File: config.mk
export PLATFORM = sky130hd
export DESIGN_NAME = read_data_mux
export DESIGN_NICKNAME = d
export VERILOG_FILES = /design/src/rtl/read_data_mux.sv
export SDC_FILE = /design/constraint.sdc
export NUM_CORES = 1
export LEC_CHECK = 0
export BUFFER_PORTS_ARGS = -buffer_cell sky130_fd_sc_hd__clkbuf_2
export CAP_MARGIN = 5
export CORE_MARGIN = 8
export CORE_UTILIZATION = 36
export DETAILED_ROUTE_END_ITERATION = 6
export PLACE_DENSITY_LB_ADDON = 0.05
export SLEW_MARGIN = 20
export SYNTH_ARGS = -nofsm -noshare
export SYNTH_HDL_FRONTEND = slang
export SYNTH_SLANG_ARGS = --single-unit
File: constraint.sdc
create_clock -name CLK -period 3.4 [get_ports CLK]
set_clock_uncertainty 0.2 [all_clocks]
set_input_delay 0 -clock CLK [delete_from_list [all_inputs] [get_ports CLK]]
set_output_delay 0 -clock CLK [all_outputs]
set_load 0.02 [all_outputs]
File: src/rtl/read_data_mux.sv
// Read-data and response multiplexer for a two-master, three-slave bus.
// Ports: CLK, RST, SEL, HADDR, HTRANS and per-slave HRDATA/HREADYOUT/HRESP
// go in; HSEL_S, HRDATA_1, HRDATA_2, HREADY and HRESP come out.
module read_data_mux #(
    parameter int DATA_WIDTH = 32,
    parameter int DEC_BITS   = 4
) (
    input  logic                  CLK,
    input  logic                  RST,
    input  logic [1:0]            SEL,
    input  logic [31:0]           HADDR,
    input  logic [1:0]            HTRANS,
    input  logic [DATA_WIDTH-1:0] HRDATA_S1,
    input  logic [DATA_WIDTH-1:0] HRDATA_S2,
    input  logic [DATA_WIDTH-1:0] HRDATA_S3,
    input  logic                  HREADYOUT_S1,
    input  logic                  HREADYOUT_S2,
    input  logic                  HREADYOUT_S3,
    input  logic                  HRESP_S1,
    input  logic                  HRESP_S2,
    input  logic                  HRESP_S3,
    output logic [2:0]            HSEL_S,
    output logic [DATA_WIDTH-1:0] HRDATA_1,
    output logic [DATA_WIDTH-1:0] HRDATA_2,
    output logic                  HREADY,
    output logic                  HRESP
);

    typedef enum logic [2:0] {
        SL_NONE,
        SL_S1,
        SL_S2,
        SL_S3,
        SL_DEF
    } slave_e;

    typedef enum logic [1:0] {
        ST_IDLE,
        ST_ERR1,
        ST_ERR2
    } state_e;

    slave_e dp_slave_q, dp_slave_d;
    logic [1:0] dp_master_q, dp_master_d;
    state_e state_q, state_d;

    logic [DEC_BITS-1:0] dec;
    slave_e a_slave;
    logic a_valid;
    logic [DATA_WIDTH-1:0] rdata;

    // Low address bits play no part in the slave decode.
    logic unused_addr;
    assign unused_addr = ^HADDR[31-DEC_BITS:0];

    assign dec = HADDR[31:32-DEC_BITS];
    assign a_valid = HTRANS[1] & ((SEL == 2'b01) | (SEL == 2'b10));

    always_comb begin
        a_slave = SL_DEF;
        if (dec == DEC_BITS'(0)) begin
            a_slave = SL_S1;
        end else if (dec == DEC_BITS'(1)) begin
            a_slave = SL_S2;
        end else if (dec == DEC_BITS'(2)) begin
            a_slave = SL_S3;
        end
    end

    always_comb begin
        HSEL_S = 3'b000;
        if (a_valid) begin
            case (a_slave)
                SL_S1:   HSEL_S = 3'b001;
                SL_S2:   HSEL_S = 3'b010;
                SL_S3:   HSEL_S = 3'b100;
                default: HSEL_S = 3'b000;
            endcase
        end
    end

    // Data-phase routing. A DEF data phase with the FSM idle can only
    // follow a reset glitch; it completes as a plain OKAY.
    always_comb begin
        rdata  = '0;
        HREADY = 1'b1;
        HRESP  = 1'b0;
        case (dp_slave_q)
            SL_S1: begin
                rdata  = HRDATA_S1;
                HREADY = HREADYOUT_S1;
                HRESP  = HRESP_S1;
            end
            SL_S2: begin
                rdata  = HRDATA_S2;
                HREADY = HREADYOUT_S2;
                HRESP  = HRESP_S2;
            end
            SL_S3: begin
                rdata  = HRDATA_S3;
                HREADY = HREADYOUT_S3;
                HRESP  = HRESP_S3;
            end
            SL_DEF: begin
                case (state_q)
                    ST_ERR1: begin
                        HREADY = 1'b0;
                        HRESP  = 1'b1;
                    end
                    ST_ERR2: begin
                        HREADY = 1'b1;
                        HRESP  = 1'b1;
                    end
                    default: begin
                        HREADY = 1'b1;
                        HRESP  = 1'b0;
                    end
                endcase
            end
            default: begin
                rdata  = '0;
                HREADY = 1'b1;
                HRESP  = 1'b0;
            end
        endcase
    end

    assign HRDATA_1 = (dp_master_q == 2'b01) ? rdata : '0;
    assign HRDATA_2 = (dp_master_q == 2'b10) ? rdata : '0;

    always_comb begin
        dp_slave_d  = dp_slave_q;
        dp_master_d = dp_master_q;
        if (HREADY) begin
            if (a_valid) begin
                dp_slave_d  = a_slave;
                dp_master_d = SEL;
            end else begin
                dp_slave_d  = SL_NONE;
                dp_master_d = 2'b00;
            end
        end
    end

    always_comb begin
        state_d = state_q;
        case (state_q)
            ST_IDLE: begin
                if (HREADY && a_valid && a_slave == SL_DEF) begin
                    state_d = ST_ERR1;
                end
            end
            ST_ERR1: state_d = ST_ERR2;
            ST_ERR2: begin
                if (HREADY && a_valid && a_slave == SL_DEF) begin
                    state_d = ST_ERR1;
                end else begin
                    state_d = ST_IDLE;
                end
            end
            default: state_d = ST_IDLE;
        endcase
    end

    always_ff @(posedge CLK) begin
        if (RST) begin
            dp_slave_q  <= SL_NONE;
            dp_master_q <= 2'b00;
            state_q     <= ST_IDLE;
        end else begin
            dp_slave_q  <= dp_slave_d;
            dp_master_q <= dp_master_d;
            state_q     <= state_d;
        end
    end

endmodule

# Yosys cells after proc, flatten, opt, wreduce, memory -nomap -nowiden
# Cells that the tools add are included.
[word_totals]
output_inout_bits = 69
word_cells = 44
reg_bits = 7
[op_classes]
n_eq_ne = 17
n_bitwise = 2
muxes = 17
reduce_logical = 5
[ops]
columns = ["operator", "n"]
rows = [
  ["$pmux 32 s3", 1],
  ["$mux 32", 2],
  ["$mux 3", 5],
  ["$eq 3x2->1 const B", 4],
  ["$pmux 3 s3", 1],
  ["$pmux 1 s4", 2],
  ["$eq 2x1->1 const B", 3],
  ["$eq 2x2->1 const B", 3],
  ["$eq 3x1->1 const B", 2],
  ["$eq 3x3->1 const B", 2],
  ["$pmux 2 s3", 1],
  ["$eq 4x1->1 const B", 1],
  ["$eq 4x2->1 const B", 1],
  ["$logic_not 4->1", 1],
  ["$mux 2", 2],
  ["$mux 1", 3],
  ["$logic_and 1x1->1", 2],
  ["$logic_not 2->1", 1],
  ["$ne 2x2->1 const B", 1],
  ["$reduce_or 2->1", 1],
  ["$and 1x1->1", 1],
  ["$or 1x1->1", 1],
]

# Longest topological paths before layout
# Gate-level depths: netlist of run 1.
[logic_depth]
word_depth = 8
depth_mapped = 7
depth_no_buf = 7

# Worst setup path before layout of run 1
# Ideal clock, no wire load.
[synth_timing]
kind = "reg-to-output"
start = "register dp_slave_q[0]"
end = "output port HRDATA_1[14]"
arrival_ns = 1.482
path_slack_ns = 1.718
stages_incl_launch_ff = 7
path_cell_list = "dfxtp_1 nor2b_1 clkbuf_1 buf_2 a22oi_1 or2_1 nor2_1"
[synth_via]
elab_chain_len = 3
elab_cells_between_ends = 5
classes_between = "3 x eq/ne; 2 x mux"
[synth_rtl]
columns = ["item", "line_no", "rtl"]
rows = [
  ["from (decl)", "43", "slave_e dp_slave_q, dp_slave_d;"],
  ["from (signal assigned)", "171", "dp_slave_q <= dp_slave_d;"],
  ["$eq 3x2->1 / $eq 3x1->1 (equally long branches)", "88", "case (dp_slave_q)"],
  ["$pmux 32 s3 *", "88", ""],
  ["$mux 32 *", "128", "assign HRDATA_1 = (dp_master_q == 2'b01) ? rdata : '0;"],
  ["to (decl)", "23", "output logic [DATA_WIDTH-1:0] HRDATA_1,"],
]
# Mark *: on every way between the ends. The rest lies on a longest branch, timed or not.

# Worst setup path after layout of run 1
[layout_timing]
start = "register dp_slave_q[0]"
end = "register dp_master_q[0]"
[layout_via]
elab_chain_len = 2
elab_cells_between_ends = 5
classes_between = "4 x eq/ne; 1 x mux"
[layout_rtl]
columns = ["item", "line_no", "rtl"]
rows = [
  ["$eq 3x3->1 (tied with other cells)", "88", ""],
  ["$pmux 1 s4 *", "88", ""],
  ["to (signal assigned)", "172", "dp_master_q <= dp_master_d;"],
  ["to (decl)", "44", "logic [1:0] dp_master_q, dp_master_d;"],
]
# Marked as above.
# A chain may end at the register's enable or synchronous reset.

==> impl_metrics.py, run 1 <==
metrics = {
    "cells_and_area": {
        "syn_to_final_growth_pct": 60.54,
        "drive_gt1_share_pct": 48.32,
        "layout.nets": 561,
        "fill_cells": 452,
        "final_cell_area_um2": 2698,
        "diodes": 0,
    },
    "floorplan": {
        "placementRows": 25,
        "core_um2": 4598,
        "start_util_pct": 36.54,
        "die_width_um": 84.32,
        "fp.dieArea_um2": 7110,
        "die_y_um": 84.32,
        "ios": 209,
    },
    "setup_path": {
        "r2r-start": "dp_slave_q[0]$_SDFFE_PP0P_",
        "cp.arrival_ns": 2.77,
        "ff2ff_path_depth": 7,
        "rr_endpoint": "dp_master_q[0]$_SDFFE_PP0P_",
        "crit_path_max_incr_delay_ns": 0.58,
        "reg2reg_slack_ns": 0.59,
        "critical_path_class": "register to register",
        "worstPathCellList": "buf_4, nand4bb_1, o31a_1, nor2_2, or3_1, dlygate4sd3_1, a21oi_1",
        "cp-startpoint": "dp_slave_q[0]$_SDFFE_PP0P_",
        "critPathSlowestCell": "dfxtp_2",
        "cp_max_fo": 25,
        "worstPathRequired_ns": 3.36,
        "crit_end": "dp_master_q[0]$_SDFFE_PP0P_",
        "worst_setup_path_start_kind": "register",
        "endpoint_kind": "register",
    },
    "drt": {
        "ant_nets": 0,
        "post-route-drc-count": 0,
        "wl_um": 7569,
        "drt_iter0_drc": 141,
        "wl_per_cell_um": 16.10,
        "vias": 2387,
        "vias_per_cell": 5.079,
        "dr.pass1.iters": 4,
    },
    "sta": {
        "slew_violations": 0,
        "period_share_pct": 82.55,
        "setup_viol": 0,
        "fmax_ghz": 0.3563,
        "hold_viol": 0,
        "layout_min_cycle_time_ns": 2.807,
        "rsz0062_at_grt": "false",
        "setup_slack_ns": 0.5933,
        "finalSetupTns_ns": 0,
        "worst_pin_slew_ns": 0.8526,
        "relSlewSlack_pct": 42.91,
    },
    "yosys": {
        "synth_top_cell_area_share_pct": 18.09,
        "yosysSeqAreaShare_pct": 8.340,
        "synth_area_leaders": "mux2_1 18%, nor2_1 15%, a22oi_1 15%",
        "synth_nets": 386,
        "synthArstFlopShare_pct": 0,
        "synth_top_area_cell": "mux2_1",
        "synth-seq-cells": 7,
        "yosysWarnings": 0,
        "avgSynthCellArea_um2": 6.944,
        "synth-edff-count": 0,
        "ys_types": 36,
        "synth_cells": 242,
        "yosys_most_used_dff": "dfxtp_1",
        "syn_area_um2": 1680,
    },
    "pwr": {
        "switching_share_pct": 29.62,
        "power_frac_seq_pct": 25.1,
        "finalPower_w": 0.0003556,
        "p_sw_w": 0.0001053,
        "combPwrFrac_pct": 41.4,
        "vdd_drop_max_mv": 0.1813,
        "p_leak_nw": 1.277,
        "clkPwrFrac_pct": 33.5,
        "intPower_w": 0.0002502,
        "cellPowerDensity_nw_per_um2": 131.8,
    },
    "placement": {
        "place.gp.congestion": 0.8027,
        "post-place-ws_ns": 0.9351,
        "place_area_um2": 2592,
        "dp_hpwl_um": 6012,
        "numPortBuffers": 179,
    },
    "worst_hold_path": {
        "hp-class": "input pin to register",
    },
    "clock_tree": {
        "clkSinkCount": 7,
        "tritoncts": "yes",
        "cts_root_buffer": "clkbuf_8",
        "worst_skew_pair.late_latency_ns": 0.23,
        "htreeDepth": 1,
        "clk_pin_slew_ns": 0.04,
        "post_cts_buffers": 0,
        "post_cts_resized": 0,
        "hold_buffers": 6,
        "cts_buffer_depth": 2,
        "cts_inserted_buffers": 3,
    },
    "grt": {
        "antenna_found_initial": 0,
        "overflow": 0,
        "grt_usage_pct": 20.21,
        "grt_max_degree": 41,
        "grt_first_pass_wirelength_um": 12250,
        "grt_pass1_vias": 2384,
    },
    "outcome": {
        "status": "finished clean",
    },
    "job": {
        "drv_cap": 0,
    },
}
[layer usage]
metal	vias to the layer above	global-route usage [%]	wire (µm)
li1	1187	-	-
met1	1071	22.87	3120
met2	114	35.52	3639
met5	-	0	0
met3	15	5.421	589
met4	0	6.436	219
[stage by stage]
stage,cells,util [%],hold WS (ns)
6_report,470,58.67,0.02473
2_1_floorplan,242,-,-0.1309
3_3_place_gp,460,56.38,0.07126
4_1_cts,470,58.67,0.02509
5_1_grt,470,58.67,0.1300
3_5_place_dp,460,56.38,0.07237
[power by group through the flow]
stage          clock (W)  sequential, W  combinational (W)
2_1_floorplan          0      0.0000892          0.0000644
3_3_place_gp           0      0.0000905           0.000139
3_5_place_dp           0      0.0000906           0.000142
4_1_cts         0.000122      0.0000893           0.000148
5_1_grt         0.000127      0.0000897           0.000163
6_report        0.000119      0.0000893           0.000147
[Yosys cell counts, drive strengths merged (2+ instances only)]
cell,count
o21ai,2
a21oi,6
ha,4
xnor2,2
a22oi,33
nand2,3
nand3b,2
buf,11
nor2,70
dfxtp,7
nand4bb,3
nor3b,2
nand2b,2
or2,32
inv,5
clkbuf,11
mux2i,2
nand3,2
mux2,33
[cell families after synthesis]
family	count (synthesis)	synth area share [%]
buf+inv	27	7.520
mux	35	23.31
simple gates	122	37.38
fa+ha+maj	4	2.979
xor+xnor	2	1.043
compound gates	45	19.43
flops	7	8.339
[worst min path at each step]
stage	end	start	depth (start not counted)	slack, ns
after floorplan	dp_master_q[0]$_SDFFE_PP0P_	RST	1	-0.13
after global placement	state_q[0]$_SDFFE_PP0P_	RST	2	0.07
after detailed placement	state_q[0]$_SDFFE_PP0P_	RST	2	0.07
after CTS	dp_slave_q[1]$_SDFFE_PP0P_	HADDR[29]	5	0.03
after global routing	dp_slave_q[1]$_SDFFE_PP0P_	HADDR[29]	5	0.13
final	dp_slave_q[1]$_SDFFE_PP0P_	HADDR[29]	5	0.02
[state kept, by name (all words and copies together) (netlist names)]
| signal | cells |
|---|---|
| dp_master_q | 2 |
| dp_slave_q | 3 |
| state_q | 2 |
[layout by cell type (no fill, tap or decap), types with 2 or more instances in the layout]
master         count
clkbuf_2         179
nor2_1            69
a22oi_1           33
or2_1             32
mux2_1            27
buf_4              7
mux2_2             6
dfxtp_1            6
dlygate4sd3_1      6
inv_1              5
a21oi_1            5
ha_1               4
nand4bb_1          3
nand2_1            3
clkbuf_8           3
nand3b_4           2
xnor2_1            2
nor3b_1            2
nand2b_1           2
nand3_1            2
mux2i_1            2
[layout make-up]
cell class | instances | area (µm²) | share of cell area (%)
repair buffers | 192 | 1008 | 37.38
well taps | 54 | 67.56 | 2.505
multi-input cells | 208 | 1416 | 52.50
inverters | 5 | 18.77 | 0.6957
flip-flops and latches | 7 | 141.4 | 5.241
clock buffers | 4 | 45.04 | 1.670
[worst max-delay path: cells and delay by family, from the launching register on]
kind | cells | cell delay [ns]
AND/OR/NAND/NOR | 3 | 0.65
buffers and inverters | 2 | 0.99
flip-flops | 1 | 0.58
AO/OA/AOI/OAI | 2 | 0.31
Note: power is estimated with default switching activity, not from simulation.
==> run 2: changes to the inputs <==
--- a/config.mk
+++ b/config.mk
@@ -8,7 +8,7 @@
 export BUFFER_PORTS_ARGS = -buffer_cell sky130_fd_sc_hd__clkbuf_2
 export CAP_MARGIN = 5
 export CORE_MARGIN = 8
-export CORE_UTILIZATION = 36
+export CORE_UTILIZATION = 30
 export DETAILED_ROUTE_END_ITERATION = 6
 export PLACE_DENSITY_LB_ADDON = 0.05
 export SLEW_MARGIN = 20
==> constraint.sdc (replaced) <==
create_clock -name CLK -period 2.49 [get_ports CLK]
set_clock_uncertainty 0.2 [all_clocks]
set_input_delay 0 -clock CLK [delete_from_list [all_inputs] [get_ports CLK]]
set_output_delay 0 -clock CLK [all_outputs]
set_load 0.02 [all_outputs]
==> run 2 against run 1 <==
  * Highest routed layer unchanged
  * Via count shrank 0.88%
  * Utilization shrank 8.3 points
  * Die area grew 16%
  * Power grew 37%
  * Critical path depth grew 1
  * Worst setup slack lost 0.45 ns
  * Critical endpoint unchanged
  * Sequential share of layout area is essentially flat
  * Count of clock-buffer cells in the layout is the same
  * Clock power grew 36%
==> impl_metrics.py, run 2 (synthesis results as in run 1) <==
metrics = {
    "sta": {
        "rsz0062_at_grt": "false",
        "period_share_pct": 94.09,
        "slew_violations": 0,
        "finalSetupTns_ns": 0,
        "setup_viol": 0,
        "fmax_ghz": 0.4268,
        "layout_min_cycle_time_ns": 2.343,
        "worst_pin_slew_ns": 0.6767,
        "relSlewSlack_pct": 54.88,
        "fin_hold_ws_ns": 0.03912,
        "setup_slack_ns": 0.1472,
        "hold_viol": 0,
    },
    "floorplan": {
        "die_width_um": 90.84,
        "die_y_um": 90.84,
        "start_util_pct": 30.70,
        "core_um2": 5473,
        "fp.dieArea_um2": 8252,
        "ios": 209,
        "placementRows": 27,
    },
    "placement": {
        "place_inst": 479,
        "place_area_um2": 2648,
        "numPortBuffers": 179,
        "place.gp.congestion": 0.8377,
        "dp_hpwl_um": 6368,
        "post-place-ws_ns": 0.5960,
    },
    "worst_hold_path": {
        "hp-class": "input pin to register",
    },
    "grt": {
        "grt_max_degree": 32,
        "grt_first_pass_wirelength_um": 12570,
        "grt_usage_pct": 17.98,
        "overflow": 0,
        "grt_pass1_vias": 2420,
        "antenna_found_initial": 0,
    },
    "cells_and_area": {
        "layout.nets": 562,
        "diodes": 0,
        "drive_gt1_share_pct": 48.68,
        "final_common_cell": "clkbuf_2",
        "final_cell_area_um2": 2756,
        "final_cells": 489,
        "largest_reg_flops": 3,
        "top_register": "dp_slave_q",
        "top_regs": "dp_slave_q (3), dp_master_q (2), state_q (2)",
        "final_cell_mix": "179 x clkbuf_2, 69 x nor2_1, 33 x a22oi_1",
        "syn_to_final_growth_pct": 64.04,
    },
    "clock_tree": {
        "cts_root_buffer": "clkbuf_8",
        "worst_skew_pair.late_latency_ns": 0.23,
        "cts_inserted_buffers": 3,
        "clk_pin_slew_ns": 0.04,
        "clkSinkCount": 7,
        "cts_buffer_depth": 2,
        "htreeDepth": 1,
        "tritoncts": "yes",
    },
    "drt": {
        "drt_iter0_drc": 78,
        "vias_per_cell": 4.838,
        "wl_per_cell_um": 16.26,
        "vias": 2366,
        "post-route-drc-count": 0,
        "wl_um": 7953,
        "dr.pass1.iters": 4,
        "ant_nets": 0,
    },
    "pwr": {
        "vdd_drop_max_mv": 0.3053,
        "power_frac_seq_pct": 25.2,
        "p_leak_nw": 1.293,
        "switching_share_pct": 29.74,
        "p_sw_w": 0.0001446,
        "clkPwrFrac_pct": 33.3,
        "cellPowerDensity_nw_per_um2": 176.4,
        "intPower_w": 0.0003416,
        "combPwrFrac_pct": 41.4,
    },
    "outcome": {
        "status": "finished clean",
    },
    "job": {
        "drv_cap": 0,
    },
    "setup_path": {
        "worstPathRequired_ns": 2.45,
        "crit_path_max_incr_delay_ns": 0.56,
        "crit_family": "buffers and inverters",
        "endpoint_kind": "register",
        "cp.arrival_ns": 2.30,
        "worst_setup_path_start_kind": "register",
        "critical_path_class": "register to register",
        "critPathSlowestCell": "dlygate4sd3_1",
        "worstPathCellList": "inv_1, ha_1, nand4bb_1, o31a_1, nor2_2, or3_1, dlygate4sd3_1, a21oi_1",
        "cp_max_fo": 7,
        "critPathBufInv": 2,
    },
}
[run 2: cell count changes in the layout (fill, tap and decap cells not counted)]
cell / delta
buf_12: +2
buf_4: -1
dfxtp_1: -1
dfxtp_4: +1
[run 2: timing repair]
action	4_1_cts	5_1_grt
endpoints found under the hold margin	7	0
setup buffers	0	0
hold buffers	6	0
setup endpoints to repair	0	3
gates resized for setup	0	2
[run 2: power by group through the flow]
stage               clock [W]  combinational (W)  sequential (W)
floorplan                   0          0.0000880        0.000122
global placement            0           0.000192        0.000126
detailed placement          0           0.000195        0.000126
CTS                  0.000166           0.000203        0.000124
global route         0.000175           0.000223        0.000124
finish               0.000162           0.000201        0.000123
[run 2: final timing paths]
kind	start	endpoint	slack, ns	cells after the start
worst min register to register	dp_master_q[1]$_SDFFE_PP0P_	dp_master_q[1]$_SDFFE_PP0P_	0.27	2
worst max-delay path	state_q[1]$_SDFFE_PP0P_	dp_master_q[0]$_SDFFE_PP0P_	0.15	8
worst max register to register	state_q[1]$_SDFFE_PP0P_	dp_master_q[0]$_SDFFE_PP0P_	0.15	8
worst min-delay path	HADDR[28]	dp_slave_q[1]$_SDFFE_PP0P_	0.04	5
[run 2: per-layer routing]
metal / vias up / GRT usage [%] / part of all wire, %
li1: 1187 / - / -
met1: 1083 / 20.04 / 40
met2: 94 / 34.23 / 53
met3: 2 / 4.738 / 6.9
met4: 0 / 1.228 / 0.10
met5: - / 0 / 0
[run 2: final cells by class]
class                   count  area [µm²]
fillers                   598        2716
flip-flops and latches      7       145.1
repair buffers            193        1041
well taps                  72       90.09
clock buffers               4       45.04
multi-input cells         208        1416
inverters                   5       18.77
[run 2: stage by stage]
stage	util, %	power, W
final	50.37	0.0004862
after global routing	50.37	0.0005217
after CTS	50.30	0.0004925
after detailed placement	48.38	0.0003211
after global placement	48.38	0.0003177
after floorplan	-	0.0002097
[run 2: tightest hold or removal path, delay by kind of cell]
| family | cells | cell delay (ns) |
|---|---|---|
| simple gates | 2 | 0.15 |
| buf+inv | 1 | 0.13 |
| mux | 1 | 0.08 |
| xor+xnor | 1 | 0.07 |
==> run 3: changes to the inputs <==
--- a/config.mk
+++ b/config.mk
@@ -7,8 +7,10 @@
 export LEC_CHECK = 0
 export BUFFER_PORTS_ARGS = -buffer_cell sky130_fd_sc_hd__clkbuf_2
 export CAP_MARGIN = 5
+export CELL_PAD_IN_SITES_DETAIL_PLACEMENT = 1
+export CELL_PAD_IN_SITES_GLOBAL_PLACEMENT = 2
 export CORE_MARGIN = 8
-export CORE_UTILIZATION = 30
+export CORE_UTILIZATION = 13
 export DETAILED_ROUTE_END_ITERATION = 6
 export PLACE_DENSITY_LB_ADDON = 0.05
 export SLEW_MARGIN = 20
==> run 3 against run 2 <==
  * Worst setup slack improved by 0.014 ns
  * Maximum frequency increased by 0.62%
  * Critical endpoint unchanged
  * Largest power group is now the clock network
  * Largest cell class unchanged
  * Flip-flop and latch count unchanged
  * Power increased by 23%
  * Via count increased by 0.42%
==> impl_metrics.py, run 3 (synthesis results as in run 1) <==
metrics = {
    "worst_hold_path": {
        "holdPathStages": 5,
        "min_from": "HADDR[29]",
        "min_to": "dp_slave_q[1]$_SDFFE_PP0P_",
        "hp-class": "input pin to register",
    },
    "sta": {
        "hold_viol": 0,
        "worst_pin_slew_ns": 0.6510,
        "period_share_pct": 93.51,
        "relSlewSlack_pct": 56.60,
        "finalSetupTns_ns": 0,
        "layout_min_cycle_time_ns": 2.328,
        "fin_hold_ws_ns": 0.05842,
        "slew_violations": 0,
        "rsz0062_at_grt": "false",
        "fmax_ghz": 0.4295,
        "setup_viol": 0,
    },
    "setup_path": {
        "r2r-start": "state_q[1]$_SDFFE_PP0P_",
        "reg2reg_slack_ns": 0.16,
        "critical_path_class": "register to register",
        "cp_max_fo": 7,
        "worstPathRequired_ns": 2.46,
        "cp.arrival_ns": 2.30,
        "endpoint_kind": "register",
        "rr_endpoint": "dp_master_q[0]$_SDFFE_PP0P_",
        "ff2ff_path_depth": 8,
        "worst_setup_path_start_kind": "register",
    },
    "clock_tree": {
        "clkSinkCount": 7,
        "cts_root_buffer": "clkbuf_16",
        "cts_buffer_depth": 2,
        "tritoncts": "yes",
        "worst_skew_pair.late_latency_ns": 0.23,
        "clk_pin_slew_ns": 0.04,
        "post_cts_buffers": 0,
        "cts_inserted_buffers": 3,
        "htreeDepth": 1,
    },
    "drt": {
        "post-route-drc-count": 0,
        "drt_iter0_drc": 39,
        "dr.pass1.iters": 4,
        "wl_per_cell_um": 16.08,
        "ant_nets": 0,
        "vias": 2376,
        "wl_um": 9469,
        "vias_per_cell": 4.034,
    },
    "grt": {
        "grt_first_pass_wirelength_um": 13850,
        "grt_max_degree": 34,
        "grt_usage_pct": 10.41,
        "grt_pass1_vias": 2595,
        "overflow": 0,
        "antenna_found_initial": 0,
    },
    "cells_and_area": {
        "final_cell_mix": "179 x clkbuf_2, 69 x nor2_1, 33 x a22oi_1",
        "layout.nets": 562,
        "final_util_pct": 23.20,
        "largest_reg_flops": 3,
        "diodes": 0,
        "final_common_cell": "clkbuf_2",
        "final_cell_area_um2": 2928,
        "top_regs": "dp_slave_q (3), dp_master_q (2), state_q (2)",
        "top_register": "dp_slave_q",
        "drive_gt1_share_pct": 49.40,
        "syn_to_final_growth_pct": 74.24,
    },
    "placement": {
        "place_area_um2": 2794,
        "dp_hpwl_um": 7852,
        "numPortBuffers": 179,
        "place.gp.congestion": 0.7121,
    },
    "pwr": {
        "cellPowerDensity_nw_per_um2": 204.6,
        "vdd_drop_max_mv": 0.1674,
        "p_leak_nw": 1.321,
    },
    "floorplan": {
        "die_width_um": 129.7,
        "placementRows": 41,
        "fp.dieArea_um2": 16820,
        "start_util_pct": 13.32,
        "ios": 209,
        "core_um2": 12620,
        "die_y_um": 129.7,
    },
    "job": {
        "drv_cap": 0,
    },
    "outcome": {
        "status": "finished clean",
    },
}
[run 3: cell count changes in the layout (fill, tap and decap cells not counted), sizes merged]
cell / previous run / this run
buf: 8 / 9
clkbuf: 183 / 182
clkinv: 0 / 1
dlygate4sd3: 6 / 5
[run 3: where the power goes]
| group | switching [W] | leakage [nW] | internal, W |
|---|---|---|---|
| sequential | 0.00000559 | 0.0587 | 0.000117 |
| clock | 0.0000589 | 0.0409 | 0.000210 |
| combinational | 0.0000910 | 1.22 | 0.000117 |
| total | 0.000155 | 1.32 | 0.000444 |
[run 3: worst max-delay path, stage by stage (launching register included)]
cell and delay, ns:
dfxtp_2 0.35, inv_1 0.06, ha_1 0.21, nand4bb_1 0.13
o31a_1 0.18, nor2_2 0.10, or3_1 0.36, a21oi_1 0.13
dlygate4sd3_1 0.55
[run 3: layout make-up]
type | count | area (µm²)
Fill cell | 1642 | 9692
Multi-Input combinational cell | 208 | 1416
Timing Repair Buffer | 193 | 1051
Tap cell | 172 | 215.2
Sequential cell | 7 | 146.4
Clock buffer | 3 | 75.07
Inverter | 5 | 18.77
Clock inverter | 1 | 5.005
[run 3: timing repair]
item                                    4_1_cts  5_1_grt
resized for setup                             0        2
endpoints found under the hold margin         7        0
endpoints found under the setup margin        0        2
hold buffers                                  5        0
[run 3: how the worst max path moves through the flow]
stage                                    start                           to  slack [ns]  cells after the start
floorplan           dp_slave_q[0]$_SDFFE_PP0P_                 HRDATA_1[14]        0.81                      6
global placement    dp_slave_q[0]$_SDFFE_PP0P_                 HRDATA_1[24]        0.53                      6
detailed placement  dp_slave_q[0]$_SDFFE_PP0P_                 HRDATA_1[23]        0.53                      6
CTS                    state_q[1]$_SDFFE_PP0P_  dp_master_q[0]$_SDFFE_PP0P_        0.08                      8
global route           state_q[1]$_SDFFE_PP0P_  dp_master_q[0]$_SDFFE_PP0P_        0.05                      8
finish                 state_q[1]$_SDFFE_PP0P_  dp_master_q[0]$_SDFFE_PP0P_        0.16                      8
[run 3: stage by stage]
step / cells / total power, W / setup slack (ns)
2_1_floorplan: 242 / 0.0002097 / 0.8080
3_3_place_gp: 580 / 0.0003297 / 0.5274
3_5_place_dp: 580 / 0.0003327 / 0.5297
4_1_cts: 589 / 0.0006143 / 0.07605
5_1_grt: 589 / 0.0006429 / 0.05089
6_report: 589 / 0.0005991 / 0.1616
[run 3: routing by layer]
metal  wire, µm  track usage (%)
met3       1064            4.121
met1       3709            11.57
met4          0            1.025
met5          0                0
met2       4696            18.90
